[src/rtl/mod_n_updown_counter_pkg.sv]
// Shared constants and helpers for the modulo-N up/down counter.
package mod_n_updown_counter_pkg;

    localparam logic DIR_UP   = 1'b1;
    localparam logic DIR_DOWN = 1'b0;

    // Bits needed to hold values 0..v-1 (0 for v <= 1).
    function automatic int clog2(input longint unsigned v);
        int             r;
        longint unsigned x;
        r = 0;
        x = (v > 0) ? v - 1 : 0;
        while (x > 0) begin
            r = r + 1;
            x = x >> 1;
        end
        return r;
    endfunction

endpackage

[src/rtl/mod_n_updown_counter_if.sv]
// Control/status bundle of the modulo-N counter.
// master drives controls and observes status; slave is the counter itself.
interface mod_n_updown_counter_if #(
    parameter int WIDTH = 8
);
    logic             i_en;
    logic             i_up_dn;
    logic             i_load;
    logic [WIDTH-1:0] i_load_val;
    logic             i_clr_flag;
    logic [WIDTH-1:0] o_q;
    logic             o_tc;
    logic             o_wrap;
    logic             o_wrap_flag;

    modport master (
        output i_en, i_up_dn, i_load, i_load_val, i_clr_flag,
        input  o_q, o_tc, o_wrap, o_wrap_flag
    );

    modport slave (
        input  i_en, i_up_dn, i_load, i_load_val, i_clr_flag,
        output o_q, o_tc, o_wrap, o_wrap_flag
    );
endinterface

[src/rtl/mod_n_updown_counter_prescaler.sv]
// Enable prescaler: emits one tick every PRESCALE qualified enables.
// The phase only moves on en=1, so gaps in en stretch the period.
module clk_en_prescaler
    import mod_n_updown_counter_pkg::*;
#(
    parameter int PRESCALE = 1
) (
    input  logic clk,
    input  logic reset,
    input  logic i_en,
    input  logic i_sync_clr,
    output logic o_tick
);
    // PRESCALE=1 still gets a 1-bit phase that simply stays at 0.
    localparam int            PW   = (PRESCALE > 1) ? clog2(PRESCALE) : 1;
    localparam logic [PW-1:0] LAST = PW'(PRESCALE - 1);

    logic [PW-1:0] r_phase;
    logic          w_last;

    assign w_last = (r_phase == LAST);
    assign o_tick = i_en & w_last;

    // Phase counter: restart on sync clear, advance and wrap on enable.
    always_ff @(posedge clk or posedge reset) begin
        if (reset)
            r_phase <= '0;
        else if (i_sync_clr)
            r_phase <= '0;
        else if (i_en)
            r_phase <= w_last ? '0 : r_phase + PW'(1);
    end
endmodule

[src/rtl/mod_n_updown_counter.sv]
// Synchronous modulo-N up/down counter with load, prescaler, cascade
// carry (tc) and wrap pulse/sticky flag.
module mod_n_updown_counter
    import mod_n_updown_counter_pkg::*;
#(
    parameter int              WIDTH    = 8,
    parameter longint unsigned MODULUS  = 256,
    parameter int              PRESCALE = 1
) (
    input  logic                 clk,
    input  logic                 reset,
    mod_n_updown_counter_if.slave bus
);
    // Terminal value held in WIDTH bits so MODULUS = 2**WIDTH maps to all-ones.
    localparam logic [WIDTH-1:0] TOP_VAL = WIDTH'(MODULUS - 1);

    logic             w_tick;
    logic             w_at_end;
    logic             w_tc;
    logic [WIDTH-1:0] w_load_q;
    logic [WIDTH-1:0] r_q;
    logic             r_wrap;
    logic             r_wrap_flag;

    clk_en_prescaler #(.PRESCALE(PRESCALE)) u_prescaler (
        .clk        (clk),
        .reset      (reset),
        .i_en       (bus.i_en),
        .i_sync_clr (bus.i_load),
        .o_tick     (w_tick)
    );

    assign w_at_end = (bus.i_up_dn == DIR_UP) ? (r_q == TOP_VAL) : (r_q == '0);
    assign w_tc     = w_tick & w_at_end;
    // Out-of-range loads clamp to the top of the range.
    assign w_load_q = (bus.i_load_val > TOP_VAL) ? TOP_VAL : bus.i_load_val;

    // Count register and wrap pulse: load beats count step beats hold.
    always_ff @(posedge clk or posedge reset) begin
        if (reset) begin
            r_q    <= '0;
            r_wrap <= 1'b0;
        end else if (bus.i_load) begin
            r_q    <= w_load_q;
            r_wrap <= 1'b0;
        end else if (w_tick) begin
            r_wrap <= w_at_end;
            if (bus.i_up_dn == DIR_UP)
                r_q <= w_at_end ? '0 : r_q + WIDTH'(1);
            else
                r_q <= w_at_end ? TOP_VAL : r_q - WIDTH'(1);
        end else begin
            r_wrap <= 1'b0;
        end
    end

    // Sticky wrap flag: a wrap on this edge wins over a simultaneous clear.
    always_ff @(posedge clk or posedge reset) begin
        if (reset)
            r_wrap_flag <= 1'b0;
        else if (w_tc && !bus.i_load)
            r_wrap_flag <= 1'b1;
        else if (bus.i_clr_flag)
            r_wrap_flag <= 1'b0;
    end

    assign bus.o_q         = r_q;
    assign bus.o_tc        = w_tc;
    assign bus.o_wrap      = r_wrap;
    assign bus.o_wrap_flag = r_wrap_flag;
endmodule

[src/flat_wrapper.sv]
// flat-port wrapper written by rule: the top's interface ports become plain ports
module mod_n_updown_counter_flat import mod_n_updown_counter_pkg::*;
#(
    parameter int              WIDTH    = 8,
    parameter longint unsigned MODULUS  = 256,
    parameter int              PRESCALE = 1
)
  (clk, reset, bus_i_en, bus_i_up_dn, bus_i_load, bus_i_load_val, bus_i_clr_flag, bus_o_q, bus_o_tc, bus_o_wrap, bus_o_wrap_flag);
  mod_n_updown_counter_if #(.WIDTH(WIDTH)) bus_i ();
  input  logic clk;
  input  logic reset;
  input wire logic [$bits(bus_i.i_en)-1:0] bus_i_en;
  input wire logic [$bits(bus_i.i_up_dn)-1:0] bus_i_up_dn;
  input wire logic [$bits(bus_i.i_load)-1:0] bus_i_load;
  input wire logic [$bits(bus_i.i_load_val)-1:0] bus_i_load_val;
  input wire logic [$bits(bus_i.i_clr_flag)-1:0] bus_i_clr_flag;
  output wire logic [$bits(bus_i.o_q)-1:0] bus_o_q;
  output wire logic [$bits(bus_i.o_tc)-1:0] bus_o_tc;
  output wire logic [$bits(bus_i.o_wrap)-1:0] bus_o_wrap;
  output wire logic [$bits(bus_i.o_wrap_flag)-1:0] bus_o_wrap_flag;
  assign bus_i.i_en = bus_i_en;
  assign bus_i.i_up_dn = bus_i_up_dn;
  assign bus_i.i_load = bus_i_load;
  assign bus_i.i_load_val = bus_i_load_val;
  assign bus_i.i_clr_flag = bus_i_clr_flag;
  assign bus_o_q = bus_i.o_q;
  assign bus_o_tc = bus_i.o_tc;
  assign bus_o_wrap = bus_i.o_wrap;
  assign bus_o_wrap_flag = bus_i.o_wrap_flag;
  mod_n_updown_counter #(.WIDTH(WIDTH), .MODULUS(MODULUS), .PRESCALE(PRESCALE)) u_core (.clk(clk), .reset(reset), .bus(bus_i));
endmodule
[config.mk]
export PLATFORM = sky130hd
export DESIGN_NAME = mod_n_updown_counter_flat
export DESIGN_NICKNAME = d
export VERILOG_FILES = /design/src/rtl/mod_n_updown_counter_pkg.sv /design/src/rtl/mod_n_updown_counter_if.sv /design/src/rtl/mod_n_updown_counter_prescaler.sv /design/src/rtl/mod_n_updown_counter.sv /design/src/flat_wrapper.sv
export SDC_FILE = /design/constraint.sdc
export NUM_CORES = 1
export LEC_CHECK = 0
export ABC_AREA = 1
export CAP_MARGIN = 30
export CORE_MARGIN = 10
export CORE_UTILIZATION = 65
export DETAILED_ROUTE_END_ITERATION = 16
export DONT_BUFFER_PORTS = 1
export PLACE_DENSITY = 0.85
export SLEW_MARGIN = 20
export SYNTH_ARGS = -nofsm -noshare
export SYNTH_HDL_FRONTEND = slang
export SYNTH_HIERARCHICAL = 1
export SYNTH_SLANG_ARGS = --single-unit
[constraint.sdc]
create_clock -name clk -period 3.65 [get_ports clk]
set_input_delay 0.9125 -clock clk [delete_from_list [all_inputs] [get_ports clk]]
set_output_delay 0.9125 -clock clk [all_outputs]
set_load 0.02 [all_outputs]
==> qor.yml <==
startpoint: "u_core/bus.o_q[1]"
die_area_um2: 3310
synth.net_count: 164
regArea_um2: 250
p_sw_uw: 145
fp.dieH_um: 57.5
antenna_found_initial: 0
final_cell_mix: "nand2_1 (50), nor2_1 (18), inv_1 (18), nand3_1 (13), dfrtp_1 (10)"
worstSetupStartpointType: "register"
finalCritPeriodShare_pct: 76.8
final_hold_viol_count: 0
fp-row-count: 13
seqPwrFrac_pct: 44.2
holdWs_ns: 0.513
ant_nets: 0
synth_xor_area_share_pct: 5.74
cp_max_fo: 6
p_leak_uw: 0.000511
grt_max_degree: 11
cts.path.max_buffers: 2
totalWireLength_um: 2380
crit_type: "reg -> out"
status: "complete, no violations"
synthTopCellsByArea: "dfrtp_1 (27%), nand2_1 (20%), inv_1 (7.4%)"
cellPowerDensity_nw_per_um2: 387
synthCells: 147
hpwl_um: 1870
worstSetupEndpointType: "primary output"
grt_pass1_vias: 886
avgViaCountPerCell: 5.77
ys_types: 18
cap_violations: 0
post-route-util_pct: 71.3
finClkSkew_ns: 0.00934
grt.total_usage_pct: 14.6
multiInputGateArea_um2: 567
grt_setup_unrepaired: "false"
ir_drop_mv: 0.237
maxUsedRoutingLayer: "met4"
grt-ovfl-total: 0
slew_headroom_pct: 69.6
io_pins: 25
min_period_ns: 2.80
slew_violations: 0
hold_class: "in -> async"
place_area_um2: 903
wl_per_cell_um: 14.7
cp.required_ns: 2.74
internal_power_uw: 219
core_area_um2: 1320
p_comb_share_pct: 27.7
route.vias.total: 935
grt_pass1_wl_um: 4050
root_buffer: "clkbuf_4"
first_iter_violations: 42
mostFrequentLayoutCell: "nand2_1"
synthMuxAreaShare_pct: 0
ys_seq_area_share_pct: 27.3
max_slew.worst_pin.slew_ns: 0.456
area_delta_synth_final_pct: 2.60
r2r_start: "u_core/bus.o_q[0]"
diodes: 0
yosys.area_share.adder_pct: 4.10
wl_met3_um: 203
clkPwrFrac_pct: 28.1
crit_arrival_ns: 1.89
drc: 0
synth_top_area_share_pct: 27.3
synth_top_family_by_area: "simple AND/OR/NAND/NOR gates"
clk-insertion-delay-late_ns: 0.27
drive_above_1_share_pct: 8.84
routabilityCongestion: 0.895
yosys_warnings: 6
fmax_ghz: 0.357
synth-simple-area-share_pct: 43.9
h-tree-depth: 1
netSwitchingFraction_pct: 39.9
port_buffers: 0
cts_setup_buffers: 0
cts_tree: "done"
clkSlewWorstSetupHoldPaths_ns: 0.08
die_w_um: 57.5
final_net_count: 165
cts_buffers: 3
setup_violations: 0
cts_resized: 0
clock_sinks: 10
first_pass_iters: 4
fin_tns_setup_ns: 0
synth_compound_area_share_pct: 8.20
met1_length_um: 986
yosys.area.top_type: "dfrtp_1"
final_cell_area_um2: 940
syn_area_per_cell_um2: 6.23
wl_met2_um: 1130
syn_area_um2: 916
cts_hold_buf: 0
ys_ff_latch: 10
fill_cells: 109
initial_core_util_pct: 69.5
==> synthesized netlist by cell type <==
master    instances
buf_6             1
nand3b_1          1
buf_4             2
nand4_1           2
o21ai_0           7
nor2_1           18
inv_1            18
xor2_1            6
nand2_2           3
nand3_1          13
a22oi_1           4
o21ai_1           2
nand2_1          50
ha_1              3
buf_2             1
dfrtp_1          10
nor2_4            1
nor2_2            5
==> routing by layer <==
| metal | vias up | global-route usage, % |
|---|---|---|
| li1 | 463 | - |
| met1 | 419 | 18.1 |
| met2 | 45 | 23.5 |
| met3 | 8 | 3.98 |
| met4 | 0 | 5.03 |
| met5 | - | 0 |
==> through the flow <==
step                setup WS, ns  cells  power [uW]
global placement            1.16    158         257
global route               0.721    162         392
detailed placement          1.14    158         262
finish                     0.848    162         364
floorplan                   1.21    147         244
CTS                        0.850    162         365
==> power by group through the flow <==
stage | registers [uW] | clock network (uW) | logic (uW)
after global placement | 162 | 0 | 95.3
after global routing | 164 | 112 | 115
after CTS | 161 | 104 | 99.6
final | 161 | 102 | 101
after detailed placement | 163 | 0 | 98.7
after floorplan | 152 | 0 | 92.2
==> flip-flops by register name, indices dropped and copies added (netlist names) <==
signal,flops
u_core/bus.o_q,8
u_core/bus.o_wrap_flag,1
u_core/bus.o_wrap,1
==> area by class of cell <==
type	instances	share of cell area, %
Tap cell	15	2.00
Multi-Input combinational cell	115	60.3
Sequential cell	10	26.6
Inverter	18	7.19
Clock buffer	4	3.86
==> critical path, stage by stage, from the launching register on <==
cell,delay [ns]
dfrtp_1,0.56
ha_1,0.26
nand2_1,0.08
inv_1,0.14
nand2_2,0.10
nor2_4,0.10
nor2_2,0.07
nor2_1,0.31
==> cells by family after synthesis <==
family,count (synthesis)
xor+xnor,6
fa+ha+maj,3
flops,10
buf+inv,22
compound gates,13
simple gates,93
==> final timing paths <==
kind | end | slack [ns] | cells past startpoint
worst min register to register | u_core/bus.o_wrap_flag | 0.67 | 2
worst max register to register | u_core/bus.o_q[7] | 1.91 | 11
max in group asynchronous | u_core/bus.o_q[5] | 2.84 | 1
worst min-delay path | u_core/bus.o_q[6] | 0.51 | 1
worst max-delay path | bus_o_tc | 0.85 | 7
min in group clk | u_core/bus.o_wrap_flag | 0.67 | 2
No activity file was read; power rests on OpenSTA's default activity.
